**src/rtl/dac_segment_encoder.sv**
```systemverilog
// Segmented current-steering DAC front end: clips and splits a sample code into
// binary and thermometric control words, sequences analog power-up/down, optional DEM rotation.
module dac_segment_encoder #(
  parameter int BIN_W       = 7,
  parameter int THERM_W     = 17,
  parameter int CODE_W      = 12,
  parameter int WAKE_CYCLES = 16,
  parameter int DEM_EN      = 0
) (
  input  logic               clk,
  input  logic               rst,
  input  logic               en,
  input  logic               code_valid,
  input  logic [CODE_W-1:0]  code,
  output logic               code_ready,
  output logic [BIN_W-1:0]   datain,
  output logic [BIN_W-1:0]   datainb,
  output logic [THERM_W-1:0] datatherm,
  output logic [THERM_W-1:0] datathermb,
  output logic               pdb,
  output logic               sat,
  output logic               running
);

  localparam int M_W   = CODE_W - BIN_W;
  localparam int PTR_W = $clog2(THERM_W);
  localparam int FS    = (THERM_W + 1) * (2 ** BIN_W) - 1;

  localparam logic [CODE_W-1:0] FS_CODE   = CODE_W'(FS);
  localparam logic [PTR_W:0]    THERM_N   = (PTR_W + 1)'(THERM_W);
  localparam logic [7:0]        WAKE_LAST = 8'(WAKE_CYCLES - 1);

  typedef enum logic [1:0] {ST_OFF, ST_WAKE, ST_RUN, ST_DRAIN} state_t;

  state_t     state;
  logic [7:0] cnt;

  // Handshake: a code transfers on a rising edge where code_valid and code_ready
  // are both high; code_ready is only high in RUN and does not depend on code_valid.
  logic xfer;
  logic drain_zero;
  logic quiet;

  assign xfer       = code_valid & code_ready;
  assign drain_zero = (state == ST_DRAIN) && (cnt == 8'd2);
  assign quiet      = (state == ST_OFF) || (state == ST_WAKE) || drain_zero;

  always_ff @(posedge clk) begin
    if (rst) begin
      state      <= ST_OFF;
      cnt        <= '0;
      pdb        <= 1'b0;
      code_ready <= 1'b0;
      running    <= 1'b0;
    end else begin
      case (state)
        ST_OFF: begin
          if (en) begin
            state <= ST_WAKE;
            pdb   <= 1'b1;
            cnt   <= '0;
          end
        end
        ST_WAKE: begin
          if (!en) begin
            state <= ST_OFF;
            pdb   <= 1'b0;
          end else if (cnt == WAKE_LAST) begin
            state      <= ST_RUN;
            code_ready <= 1'b1;
            running    <= 1'b1;
          end else begin
            cnt <= cnt + 8'd1;
          end
        end
        ST_RUN: begin
          if (!en) begin
            state      <= ST_DRAIN;
            code_ready <= 1'b0;
            running    <= 1'b0;
            cnt        <= '0;
          end
        end
        default: begin
          // Two flush edges, one zero-code edge, then power down; en is ignored here.
          if (cnt == 8'd3) begin
            state <= ST_OFF;
            pdb   <= 1'b0;
          end else begin
            cnt <= cnt + 8'd1;
          end
        end
      endcase
    end
  end

  logic              s1_valid;
  logic              s1_sat;
  logic [CODE_W-1:0] s1_code;

  always_ff @(posedge clk) begin
    if (rst) begin
      s1_valid <= 1'b0;
      s1_sat   <= 1'b0;
      s1_code  <= '0;
    end else begin
      s1_valid <= xfer;
      if (xfer) begin
        s1_code <= (code > FS_CODE) ? FS_CODE : code;
        s1_sat  <= (code > FS_CODE);
      end
    end
  end

  logic [M_W-1:0]     s1_m;
  logic [BIN_W-1:0]   s1_b;
  logic [THERM_W-1:0] fill;
  logic [THERM_W-1:0] rot;
  logic [PTR_W-1:0]   ptr;
  logic [PTR_W-1:0]   rot_ptr;
  logic [PTR_W-1:0]   ptr_next;
  logic [PTR_W:0]     ptr_sum;
  logic [PTR_W:0]     ptr_wrap;
  logic [PTR_W:0]     idx_sum;
  logic [PTR_W:0]     idx_wrap;
  logic [PTR_W-1:0]   idx;

  assign s1_m = s1_code[CODE_W-1:BIN_W];
  assign s1_b = s1_code[BIN_W-1:0];

  always_comb begin
    fill     = '0;
    rot      = '0;
    idx_sum  = '0;
    idx_wrap = '0;
    idx      = '0;
    rot_ptr  = (DEM_EN != 0) ? ptr : '0;
    for (int i = 0; i < THERM_W; i++) begin
      fill[i] = (i < int'(s1_m));
    end
    // Element i of the LSB-first fill lands at (i + rot_ptr) mod THERM_W.
    for (int i = 0; i < THERM_W; i++) begin
      idx_sum  = (PTR_W + 1)'(i) + {1'b0, rot_ptr};
      idx_wrap = idx_sum - THERM_N;
      idx      = (idx_sum >= THERM_N) ? idx_wrap[PTR_W-1:0] : idx_sum[PTR_W-1:0];
      rot[idx] = fill[i];
    end
    ptr_sum  = {1'b0, ptr} + (PTR_W + 1)'(s1_m);
    ptr_wrap = ptr_sum - THERM_N;
    ptr_next = (ptr_sum >= THERM_N) ? ptr_wrap[PTR_W-1:0] : ptr_sum[PTR_W-1:0];
  end

  always_ff @(posedge clk) begin
    if (rst || quiet) begin
      datain     <= '0;
      datainb    <= '1;
      datatherm  <= '0;
      datathermb <= '1;
      sat        <= 1'b0;
    end else if (s1_valid) begin
      datain     <= s1_b;
      datainb    <= ~s1_b;
      datatherm  <= rot;
      datathermb <= ~rot;
      sat        <= s1_sat;
    end else begin
      sat <= 1'b0;
    end
  end

  always_ff @(posedge clk) begin
    if (rst || (state == ST_OFF)) begin
      ptr <= '0;
    end else if (s1_valid && !quiet) begin
      ptr <= ptr_next;
    end
  end

endmodule

```
**config.mk**
```make
export PLATFORM = sky130hd
export DESIGN_NAME = dac_segment_encoder
export DESIGN_NICKNAME = d
export VERILOG_FILES = /design/src/rtl/dac_segment_encoder.sv
export SDC_FILE = /design/constraint.sdc
export NUM_CORES = 1
export LEC_CHECK = 0
export ABC_AREA = 1
export CAP_MARGIN = 10
export CELL_PAD_IN_SITES_DETAIL_PLACEMENT = 1
export CELL_PAD_IN_SITES_GLOBAL_PLACEMENT = 2
export CORE_UTILIZATION = 30
export DETAILED_ROUTE_END_ITERATION = 16
export HOLD_SLACK_MARGIN = 0.15
export PLACE_DENSITY = 0.93
export SKIP_CTS_REPAIR_TIMING = 1
export SYNTH_ARGS = -nofsm -noshare
export SYNTH_HDL_FRONTEND = slang
export SYNTH_SLANG_ARGS = --single-unit
```
**constraint.sdc**
```tcl
create_clock -name clk -period 2.3 [get_ports clk]
set_input_delay 0.345 -clock clk [delete_from_list [all_inputs] [get_ports clk]]
set_output_delay 0.345 -clock clk [all_outputs]
set_load 0.05 [all_outputs]
```
-- Yosys cells after proc, flatten, opt, wreduce, memory -nomap -nowiden
Cells that the tools add are included.
- $add $sub $neg: 1
- multiply operators: 0
- divide/modulo/power cells: 0
- $lt $le $gt $ge: 18
- equal/unequal tests: 14
- shifts and indexed selects: 0
- multiplexer cells: 20
- bitwise logic cells: 5
- reduce and logical (&&, ||, !) cells: 13
- operators with widths (kind ; count):
    $lt A4 B5 Y1 const A ; 8
    $mux W8 ; 5
    $pmux W8 S3 ; 1
    $lt A3 B5 Y1 const A ; 4
    $not A17 Y17 ; 1
    $eq A8 B2 Y1 const B ; 2
    $gt A12 B12 Y1 const B ; 1
    $mux W12 ; 1
    $reduce_and A4 Y1 ; 3
    $lt A1 B5 Y1 const A ; 2
    $lt A2 B5 Y1 const A ; 2
    $mux W2 ; 5
    $ne A2 B2 Y1 const B ; 5
    $add A8 B1 Y8 const B ; 1
    $eq A8 B4 Y1 const B ; 1
    $not A7 Y7 ; 1
    $pmux W2 S3 ; 1
    $lt A5 B5 Y1 const A ; 1
    $mux W1 ; 5
    $reduce_and A5 Y1 ; 1
    $eq A2 B2 Y1 const B ; 2
    $ne A4 B3 Y1 const B ; 1
    $reduce_bool A4 Y1 ; 1
    $logic_or A1 B1 Y1 ; 3
    other kinds (12) ; 13
- register bits after elaboration: 75
- latch bits: 0
- RAM bits: 0
- memory bits (read-only): 0
- input bits: 16
- output and inout port bits: 52
- word-level logic and storage cells: 83
- memories: 0

-- Depth between registers and ports, before layout
- word-level depth: 5
- depth in mapped cells: 9
- mapped depth without buffers: 8

-- Worst setup path after synthesis
OpenSTA, ideal clock, no wires.
- kind: register to register
- start point: register, netlist name running
- end point: register s1_code[0]
- library setup time: 121 ps
- arrival: 1502 ps
- slack: 677 ps
- cell stages (with the launch flop): 6
- period minus slack after synthesis: 1623 ps
- path through: dfxtp_1 > nand2_1 > nor2_1 > a31o_2 > buf_2 > a21oi_1
- RTL lines (element ; line ; RTL):
    end signal: assignment ; 109 ; s1_code <= (code > FS_CODE) ? FS_CODE : code;
    end: declaration ; 99 ; logic [CODE_W-1:0] s1_code;

-- Worst setup path in the final report
- start point: register datathermb[12]
- end point: output port datathermb[12]
- RTL lines (element ; line ; RTL):
    start: declaration ; 19 ; output logic [THERM_W-1:0] datathermb,
    start signal: assignment ; 164 ; datathermb <= ~rot;
No word-level cell between the ends.

==> metrics.sh <==
OUTCOME='completed'
DIE_BOUNDARY_WIDTH_UM=101.5
GRT_PASS1_WL_MM=13.57
FIRST_GLOBAL_VIAS=2805
PATH_MAX_FANOUT=2
SYNTH_LARGEST_AREA_CELL='dfxtp_1'
SYN-NUM-NETS=410
DR.FIRST_ITER.DRC_COUNT=61
SYNTH_CELL_TYPES=29
NETLIST_INSTANCES=391
CRIT_PATH_MAX_INCR_DELAY_PS=820
CP_CELL_SEQUENCE='clkdlybuf4s50_1'
FINAL_TOTAL_NEGATIVE_SETUP_SLACK_PS=0
PORTBUFFERS=67
RSZ0062_AT_GRT='no'
WORSTSETUPSTARTPOINTTYPE='flip-flop'
BUFFERING_STAGE_COUNT_ON_THE_WORST_PATH_WITH_INVERTERS_INCLUDED=1
HTREE_NUM_LEVELS=3
GRT_ANTENNA_BEFORE_REPAIR=0
FINALCRITICALPERIOD_PS=1888
WORSTSETUPPATHTYPE='reg2out'
FINALSETUPVIOLCOUNT=0
TIMING.SLEW.HEADROOM=0.6512
ACHIEVABLE_CLOCK_FREQUENCY_MHz=529.6
SYNTHESIS.AREA_PER_INSTANCE_UM2=7.597
CORE_REGION_AREA_UM2=9415
SYNTH-SEQ-CELLS=75
GP_CONGESTION=0.7783
AREA_DELTA_SYNTH_FINAL_PCT=33.40
GRT_START_MAX_NET_PINS=23
MAX-VDD-IR-DROP_mV=0.2334
P_LEAK_uW=0.001638
FF_LATCH_AREA_UM2=1501
DRC_ERRORS=0
VERTICAL_DIE_DIMENSION_UM=101.5
POWER.TOTAL_uW=2683
AVGROUTEDWIREPERCELL_UM=13.73
VIAS_PER_CELL=4.601
WORST_SKEW_PAIR.LATE_LATENCY_PS=350
CRITICAL_PATH_REQUIRED_PS=1960
LAYOUT-DRIVE-GT1-SHARE=0.08423
CTS_TREE='done'
TIMING.CRITICAL_PATH.ARRIVAL_PS=1540
SYNTH_TOP_AREA_SHARE=0.5055
MAXIMUM_CLOCK_SKEW_AT_FINAL_LAYOUT_PS=8.741
WORST_SLEW_PIN_SLEW_PS=522.5
DETAILROUTE.VIA_COUNT=2724
POSTROUTEANTENNANETS=0
DIEAREA_UM2=10300
MAPPEDNETLISTAREA_UM2=2970
GLOBAL_ROUTE.USAGE.TOTAL=0.1720
CLOCK_SINKS=75
MULTIINPUTGATEAREA_UM2=1250
SYNTH_WARNINGS=0
CRITPATHSLOWESTCELL='clkdlybuf4s50_1'
NUM_ANTENNA_CELLS=0
TIMING.CRITICAL_PATH.TO_TYPE='output port'
FP-ROW-COUNT=35
MAX_CAP_VIOLATIONS=0
FINAL_NETS=477
CTS.REPORTEDPATHS.CLKPINSLEW_PS=80
P_PER_AREA_nW_PER_UM2=677.0
CTS.ROOT.BUFFER_CELL='clkbuf_8'
CTS_INSERTED_BUFFERS=9
GLOBALROUTE.TOTALOVERFLOW=0
TOTALWIRELENGTH_MM=8.129
FINALHOLDVIOLATIONS=0
DETAIL_ROUTE.FIRST_PASS.ITERATIONS=4
YS_TOP_CELLS_BY_AREA='dfxtp_1 (51%), nand2_1 (13%), nor2_1 (6.2%), a21oi_1 (5.4%), o21ai_0 (4.2%)'
POST-DP-HPWL_MM=6.185
TOP_LEVEL_PORTS=68
FINAL.FILL_COUNT=1161
CPLARGESTDELAYFAMILY='buffers and inverters'
TIMING.HOLD.WORST.CLASS='reg2reg'
POST-ROUTE-PERIOD-UTIL=0.8210
STARTING_DENSITY=0.3155
SYNTH-SEQ-AREA-SHARE=0.5055
SLEW_VIOL_FINAL=0
CLOCKBUFFERDEPTH=2
layout by cell type, fill, tap and decap left out, drive strengths merged:
cell type | Yosys | layout
a211oi | 2 | 2
a21oi | 32 | 32
a31o | 1 | 1
a41oi | 2 | 2
buf | 8 | 4
bufinv | 0 | 1
clkbuf | 7 | 10
clkdlybuf4s50 | 0 | 67
clkinvlp | 0 | 3
dfxtp | 75 | 75
ha | 3 | 3
inv | 37 | 39
nand2 | 102 | 102
nand3 | 16 | 16
nand4 | 8 | 8
nor2 | 53 | 53
nor3 | 10 | 10
o211ai | 1 | 1
o21a | 5 | 5
o21ai | 25 | 25
or2 | 3 | 3
xor2 | 1 | 1
registers in the layout (all words and copies together) (netlist names), 2 cells and up:
name,count
cnt,8
state,2
s1_code,12
datainb,7
datain,7
datatherm,17
datathermb,17
routing by layer:
layer  routed length (um)  GRT usage  vias up
met3                  244    0.04486        8
met1                 3627     0.2041     1281
met5                    0          0        -
li1                     -          -     1390
met2                 4152     0.3030       45
met4                  105    0.05240        0
final cells by class:
| type | count | area share |
|---|---|---|
| Multi-Input combinational cell | 264 | 0.3154 |
| Timing Repair Buffer | 71 | 0.1768 |
| Clock inverter | 6 | 0.01831 |
| Tap cell | 129 | 0.04073 |
| Sequential cell | 75 | 0.3789 |
| Clock buffer | 10 | 0.03473 |
| Inverter | 37 | 0.03505 |
path summary, 6_finish.rpt:
path	startpoint	endpoint	slack (ps)	cells after the start
setup reg to reg	s1_valid	datatherm[0]	460	7
setup / recovery	datathermb[12]	datathermb[12]	410	1
hold / removal	datathermb[3]	datathermb[3]	450	2
hold reg to reg	datathermb[3]	datathermb[3]	450	2
power by group:
group / internal (uW) / total (uW) / switching [uW]
combinational: 95.9 / 286 / 190
sequential: 1310 / 1340 / 24.1
clock: 542 / 1060 / 516
synthesized netlist by cell type, drive strengths merged:
cell / number
o211ai: 1
a211oi: 2
o21ai: 25
nand2: 102
a31o: 1
dfxtp: 75
or2: 3
nor3: 10
nand4: 8
xor2: 1
ha: 3
buf: 8
nor2: 53
a21oi: 32
inv: 37
clkbuf: 7
nand3: 16
o21a: 5
a41oi: 2
per-stage QoR:
step / setup WS [ps] / cell area, um2 / std cells / hold slack, ps / utilization
final: 411.7 / 3963 / 592 / 453.1 / 0.4209
after global routing: 222.7 / 3963 / 592 / 469.1 / 0.4209
after CTS: 386.9 / 3963 / 592 / 456.2 / 0.4209
after detailed placement: 497.6 / 3752 / 576 / 440.0 / 0.3985
after global placement: 569.8 / 3752 / 576 / 437.5 / 0.3985
after floorplan: 677.0 / 2970 / 391 / 421.3 / -
logic make-up after synthesis:
kind of cell,count (synthesis),share of synthesized area
flops,75,0.5055
simple gates,192,0.2801
fa+ha+maj,3,0.01264
xor+xnor,1,0.002949
buf+inv,52,0.07372
compound gates,68,0.1251
Note: power is estimated with default switching activity, not from simulation.
